===== config.mk =====
export PLATFORM = sky130hd
export DESIGN_NAME = checkout_arbiter
export DESIGN_NICKNAME = d
export VERILOG_FILES = /design/src/rtl/checkout_arbiter.sv
export SDC_FILE = /design/constraint.sdc
export NUM_CORES = 1
export LEC_CHECK = 0
export ABC_AREA = 1
export CORE_UTILIZATION = 30
export CTS_BUF_LIST = sky130_fd_sc_hd__clkbuf_4
export CTS_CLUSTER_SIZE = 24
export DETAILED_ROUTE_END_ITERATION = 12
export DONT_BUFFER_PORTS = 1
export PLACE_DENSITY_LB_ADDON = 0.2
export SETUP_SLACK_MARGIN = 0.2
export SLEW_MARGIN = 40
export SYNTH_ARGS = -nofsm -noshare
export SYNTH_HDL_FRONTEND = slang
export SYNTH_SLANG_ARGS = --single-unit

===== constraint.sdc =====
create_clock -name clk -period 1.3 [get_ports clk]
set_input_delay 0.26 -clock clk [delete_from_list [all_inputs] [get_ports clk]]
set_output_delay 0.26 -clock clk [all_outputs]
set_load 0.02 [all_outputs]

===== src/rtl/checkout_arbiter.sv =====
// Two-lane checkout controller: round-robin arbitration of lane requests onto one shared
// item-display datapath, with display dwell, stolen-item alarm and saturating sale/discount tallies.
module checkout_arbiter #(
  parameter int unsigned DWELL = 4,
  parameter int unsigned CNT_W = 8
) (
  input  logic             clk,
  input  logic             rst_n,
  input  logic             req0,
  input  logic [3:0]       upc0,
  input  logic             req1,
  input  logic [3:0]       upc1,
  input  logic             clr_alarm,
  input  logic             stolen,
  input  logic             discount,
  output logic [3:0]       sel_upc,
  output logic             disp_en,
  output logic             gnt0,
  output logic             gnt1,
  output logic             busy,
  output logic             alarm,
  output logic             err,
  output logic [CNT_W-1:0] sale_count,
  output logic [CNT_W-1:0] disc_count,
  output logic [1:0]       dbg_state
);

  typedef enum logic [1:0] {
    ST_IDLE  = 2'd0,
    ST_LOAD  = 2'd1,
    ST_SHOW  = 2'd2,
    ST_ALARM = 2'd3
  } state_e;

  localparam logic [CNT_W-1:0] CNT_MAX    = '1;
  localparam logic [CNT_W-1:0] CNT_ONE    = {{(CNT_W-1){1'b0}}, 1'b1};
  localparam logic [7:0]       DWELL_LAST = 8'(DWELL - 1);

  state_e           state_q, state_d;
  logic [3:0]       upc_q, upc_d;
  logic             lane_q, lane_d;
  logic             last_q, last_d;
  logic [7:0]       timer_q, timer_d;
  logic [CNT_W-1:0] sale_q, sale_d;
  logic [CNT_W-1:0] disc_q, disc_d;
  logic             code_ok;

  // Item select values 3'b010 and 3'b111 have no decoder entry.
  assign code_ok = (upc_q[2:0] != 3'b010) && (upc_q[2:0] != 3'b111);

  always_ff @(posedge clk or negedge rst_n) begin
    if (!rst_n) begin
      state_q <= ST_IDLE;
      upc_q   <= 4'h0;
      lane_q  <= 1'b0;
      last_q  <= 1'b1;
      timer_q <= 8'd0;
      sale_q  <= '0;
      disc_q  <= '0;
    end else begin
      state_q <= state_d;
      upc_q   <= upc_d;
      lane_q  <= lane_d;
      last_q  <= last_d;
      timer_q <= timer_d;
      sale_q  <= sale_d;
      disc_q  <= disc_d;
    end
  end

  // Request handshake: a lane holds req with a stable upc until it sees its one-cycle gnt,
  // and a req still high in a later IDLE cycle counts as a fresh request. last_q records the
  // most recently granted lane (reset value 1 so lane 0 is favoured first).
  always_comb begin
    state_d = state_q;
    upc_d   = upc_q;
    lane_d  = lane_q;
    last_d  = last_q;
    timer_d = timer_q;
    sale_d  = sale_q;
    disc_d  = disc_q;
    case (state_q)
      ST_IDLE: begin
        if (req0 || req1) begin
          if (req0 && req1) lane_d = ~last_q;
          else              lane_d = req1;
          last_d  = lane_d;
          upc_d   = lane_d ? upc1 : upc0;
          state_d = ST_LOAD;
        end
      end
      ST_LOAD: begin
        if (!code_ok) begin
          state_d = ST_IDLE;
        end else if (stolen) begin
          state_d = ST_ALARM;
        end else begin
          if (sale_q != CNT_MAX) sale_d = sale_q + CNT_ONE;
          if (discount && (disc_q != CNT_MAX)) disc_d = disc_q + CNT_ONE;
          timer_d = DWELL_LAST;
          state_d = ST_SHOW;
        end
      end
      ST_SHOW: begin
        if (timer_q == 8'd0) state_d = ST_IDLE;
        else                 timer_d = timer_q - 8'd1;
      end
      ST_ALARM: begin
        if (clr_alarm) state_d = ST_IDLE;
      end
      default: state_d = ST_IDLE;
    endcase
  end

  assign gnt0       = (state_q == ST_LOAD) && !lane_q;
  assign gnt1       = (state_q == ST_LOAD) && lane_q;
  assign err        = (state_q == ST_LOAD) && !code_ok;
  assign disp_en    = ((state_q == ST_LOAD) && code_ok) || (state_q == ST_SHOW) ||
                      (state_q == ST_ALARM);
  assign busy       = (state_q != ST_IDLE);
  assign alarm      = (state_q == ST_ALARM);
  assign sel_upc    = upc_q;
  assign sale_count = sale_q;
  assign disc_count = disc_q;
  assign dbg_state  = state_q;

endmodule


-- After elaboration in Yosys (flattened, before gate mapping)
Cells that the tools add are included.
- add/sub/neg operators: 3
- eq/ne operators: 13
- multiplexer cells: 14
- bitwise logic cells: 2
- reduce and logical (&&, ||, !) cells: 21
- operators by type and width (kind ; number):
    2-to-1 mux 8 bit ; 3
    adder 8 x 1 -> 8 bit, second input constant ; 2
    != test 8 bit, second input constant ; 2
    case mux 8 bit (2 select lines) ; 1
    != test 2 bit, second input constant ; 6
    AND reduction 4 bit ; 3
    logical NOT 8 bit ; 1
    2-to-1 mux 2 bit ; 4
    case mux 2 bit (4 select lines) ; 1
    subtractor 8 x 1 -> 8 bit, second input constant ; 1
    logical AND 1 bit ; 7
    == test 2 bit, second input constant ; 2
    2-to-1 mux 1 bit ; 4
    2-to-1 mux 4 bit ; 1
    nonzero test 2 bit ; 2
    logical OR 1 bit ; 3
    != test 3 x 2 -> 1 bit, second input constant ; 1
    != test 3 bit, second input constant ; 1
    AND reduction 3 bit ; 1
    == test 2 x 1 -> 1 bit, second input constant ; 1
    logical NOT 1 bit ; 2
    logical NOT 2 bit ; 1
    inverter 1 bit ; 2
    AND reduction 2 bit ; 1
- register bits: 32
- bits of input ports: 15
- output and inout bits: 28
- word-level logic and storage cells: 60

-- Longest topological paths before layout
- depth after elaboration: 5
- gate-level depth with buffers: 9
- gate-level depth less buffers: 9

-- Worst setup path after synthesis
Ideal clock, no wire load.
- path kind: reg2reg
- from: reg disc_q[0] (netlist: disc_count[0])
- to: reg disc_q[3] (netlist: disc_count[3])
- library setup time: 0.126 ns
- data arrival time: 1.328 ns
- required time: 1.174 ns
- slack: -0.154 ns
- cell stages (with the launch flop): 9
- path buffers: 1
- period minus slack after synthesis: 1.454 ns
- cell sequence: dfrtp_1 ha_1 inv_1 nor2_4 nand2_1 nand2_1 nor2_4 buf_6 o21ai_0
- longest elaborated chain between the ends: 3
- elaborated cells on any way between the ends: 4
- classes of those cells: 1 x add/sub; 1 x eq/ne; 2 x reduce/logical
- ends and longest elaborated chain (item ; line ; source):
    start, declared ; 45 ; logic [CNT_W-1:0] disc_q, disc_d;
    start signal, assigned ; 67 ; disc_q <= disc_d;
    branches (longest 3 deep; another with adder 8 x 1 -> 8 bit) ; - ;
Parallel ways; which one is timed is not known.
A chain may end at the register's enable or synchronous reset.

-- Worst setup path in the final report
- from: reg state_q[1] (netlist: dbg_state[1])
- to: out disp_en
- longest elaborated chain between the ends: 4
- elaborated cells on any way between the ends: 6
- classes of those cells: 3 x eq/ne; 3 x reduce/logical
- ends and longest elaborated chain (item ; line ; source):
    start, declared ; 39 ; state_e state_q, state_d;
    start signal, assigned ; 61 ; state_q <= state_d;
    == test 2 x 1 -> 1 bit ; 118 ; assign disp_en = ((state_q == ST_LOAD) && code_ok) || (state_q == ST_SHOW) ||
    logical AND 1 bit ; 118 ;
    logical OR 1 bit ; 118 ;
    logical OR 1 bit * ; 118 ;
    end, declared ; 17 ; output logic disp_en,
Mark *: on every way between the ends. The rest lies on a longest branch, timed or not.

==> out/qor.csv <==
metric,value,unit
grt_max_degree,33,
drt-pass1-iter-count,4,
finalCritPeriodShare,116,%
ys_ff_latch,32,
place_area,0.00236,sq mm
numCtsBuffers,5,
post-route-cell-area,0.00280,sq mm
grt_pass1_vias,1746,
detail-route-antenna-nets,0,
power_frac_clock,11.4,%
violations,negative setup slack,
dr_total_vias,1790,
clkSinkCount,32,
path_class,reg2out,
syn_area,0.00192,sq mm
p_per_area,2490,mW/mm^2
finalMaxSlewViolations,0,
p_leak,1.40,nW
cts_tree,built,
required,1040,ps
finalHoldViolCount,0,
maxCapViolCount,0,
ir_worst_vdd,1030,uV
cp_data_arrival_time,1240,ps
critPathCapture,disp_en,
start_util,31.7,%
min_path_cells,2,
cp_slowest_cell,dfrtp_2,
netlist_instances,267,
switching_share,45.3,%
root_buffer,clkbuf_4,
setup.worst_path.start,dbg_state[1]$_DFFE_PN0P_,
seq_power_share,25.8,%
grt_pass1_wl,7650,microns
clk_pin_slew_worst_paths,110,ps
rsz0062_at_grt,yes,
antenna_found_initial,0,
setup_tns,-2650,ps
antenna_cells,0,
power.net_switching,3.15,mW
totalWireLength,4640,microns
path_max_fanout,3,
crit_chain,buf_4 > nor2_4 > buf_4 > nand2_4 > nand3_4,
slew_headroom,64.0,%
avgRoutedWirePerCell,11.5,microns
status,finished with violations,
core-area,0.00606,sq mm
drt-initial-drc-count,54,
syn_to_final_growth,45.7,%
setup_ws,-203,ps
cpMostUsedCell,buf_4,
die-area,0.00673,sq mm
htree_levels,2,
syn_avg_cell_area,7.19,sq um
pin_count,43,
r2r-end,timer_q[1]$_DFFE_PN0P_,
clock_latency,330,ps
reg2reg_slack,-110,ps
layout-drive-gt1-share,35.6,%
synth_nets,286,
io_buffer_count,0,
gr-total-overflow,0,
fp.dieW,82.0,microns
rr_worst_depth,8,
rows,28,
max_freq,0.665,GHz
synth-seq-area-share,41.8,%
setup_viol,32,
drc_errors,0,
critPathCaptureType,output port,
ys_top_cells_by_area,"dfrtp_1 (40%), nand2_1 (20%), inv_1 (6.6%)",
rr_startpoint,dbg_state[1]$_DFFE_PN0P_,
cts.path.max_buffers,2,
min_period,1500,ps
fin_skew,2.39,ps
vias_per_cell,4.43,
critPathLaunchType,flop,
cpPeakStageDelay,410,ps
place_congestion,0.852,
synth_top_area_cell,dfrtp_1,
synth_top_cell_area_share,40.4,%
ys_warn_count,0,
hp-class,in2reg,
final_nets,347,
dp_hpwl,3220,microns
p_comb_share,62.8,%
synth_cell_types,26,
p_int,3.81,mW
tightest_slew,539,ps
globalRouteTotalUtil,14.9,%
dieHeight,82.0,microns
## Yosys cell counts
cell	instances
nand2_1	100
inv_1	34
nor2_1	32
dfrtp_1	31
nand3_1	15
o21ai_0	12
xor2_1	7
xnor2_1	5
ha_1	4
nor2_4	4
nand2_2	3
nand4_1	3
a31oi_1	2
o21ai_1	2
o22ai_1	2
buf_6	1
clkbuf_2	1
dfstp_2	1
inv_2	1
nand2_4	1
nand3_2	1
nand3_4	1
nand3b_1	1
nor2_2	1
nor3_1	1
nor3_2	1
## kinds of logic (layout without fill, tap and decap cells)
family | Yosys count | count (layout) | synth area share, %
XOR/XNOR | 12 | 12 | 5.47
buffers and inverters | 37 | 97 | 7.69
AND/OR/NAND/NOR | 164 | 166 | 37.5
flip-flops | 32 | 32 | 41.8
AO/OA/AOI/OAI | 18 | 18 | 4.95
adder cells (fa/ha/maj) | 4 | 4 | 2.61
## repair_timing
item,CTS,global route
pin swaps,10,9
hold endpoints to repair,32,0
endpoints found under the setup margin,59,60
setup buffers,9,5
hold buffers,2,0
resized for setup,49,10
cloned,2,0
## layout make-up
class	count	area, sq um
multi-input combinational	200	1150
inverter	35	139
fill	606	3260
tap	75	93.8
clock buffer	6	45.0
clock inverter	2	35.0
sequential	32	815
timing repair buffer	54	522
## critical path: cells and delay by family (launching register included)
family / cells / cell delay (ps)
simple gates: 3 / 230
buf+inv: 2 / 270
flops: 1 / 410
## cells in the final DEF (no fill, tap or decap), types with 7 or more instances in the layout
| master | netlist | layout |
|---|---|---|
| nand2_1 | 100 | 93 |
| o21ai_1 | 2 | 10 |
| nand3_1 | 15 | 13 |
| buf_6 | 1 | 25 |
| inv_1 | 34 | 24 |
| xor2_1 | 7 | 7 |
| dfrtp_1 | 31 | 21 |
| nor2_4 | 4 | 13 |
| nor2_1 | 32 | 26 |
| dfrtp_2 | 0 | 10 |
| inv_2 | 1 | 8 |
| buf_4 | 0 | 26 |
## stage by stage
step	util [%]	hold slack, ps	worst slack (ps)	total power, mW	std cells
3_5_place_dp	39.0	-34.2	-20.7	5.27	378
3_3_place_gp	39.0	-34.1	-26.9	5.26	378
4_1_cts	45.1	48.8	-219	6.81	399
2_1_floorplan	-	-35.6	4.80	4.12	267
5_1_grt	46.2	55.3	-276	7.55	404
6_report	46.2	56.5	-203	6.96	404
## layer usage
metal	track usage, %	vias to the layer above	part of all wire (%)
li1	-	956	-
met1	18.2	803	46
met2	25.4	27	49
met3	4.00	4	4.4
met4	4.21	0	0.86
met5	0	-	0
## how the worst min path moves through the flow
stage,from,to,slack [ps]
4_1_cts,upc1[3],sel_upc[3]$_DFFE_PN0P_,50
6_report,upc1[3],sel_upc[3]$_DFFE_PN0P_,60
5_1_grt,upc1[3],sel_upc[3]$_DFFE_PN0P_,60
2_1_floorplan,rst_n,dbg_state[0]$_DFFE_PN0P_,-40
3_3_place_gp,rst_n,timer_q[7]$_DFFE_PN0P_,-30
3_5_place_dp,rst_n,timer_q[7]$_DFFE_PN0P_,-30
## power by group through the flow
stage / combinational [mW] / clock [mW] / sequential (mW)
after global routing: 4.83 / 0.856 / 1.86
after floorplan: 1.97 / 0 / 2.14
after detailed placement: 3.51 / 0 / 1.76
after global placement: 3.50 / 0 / 1.75
after CTS: 4.21 / 0.824 / 1.78
final: 4.37 / 0.797 / 1.79
## state kept, by name, summed over array words and instances, names as in the netlist
signal / flops
disc_count: 8
sale_count: 8
last_q: 1
dbg_state: 2
timer_q: 8
sel_upc: 4
lane_q: 1
Note: power is estimated with default switching activity, not from simulation.
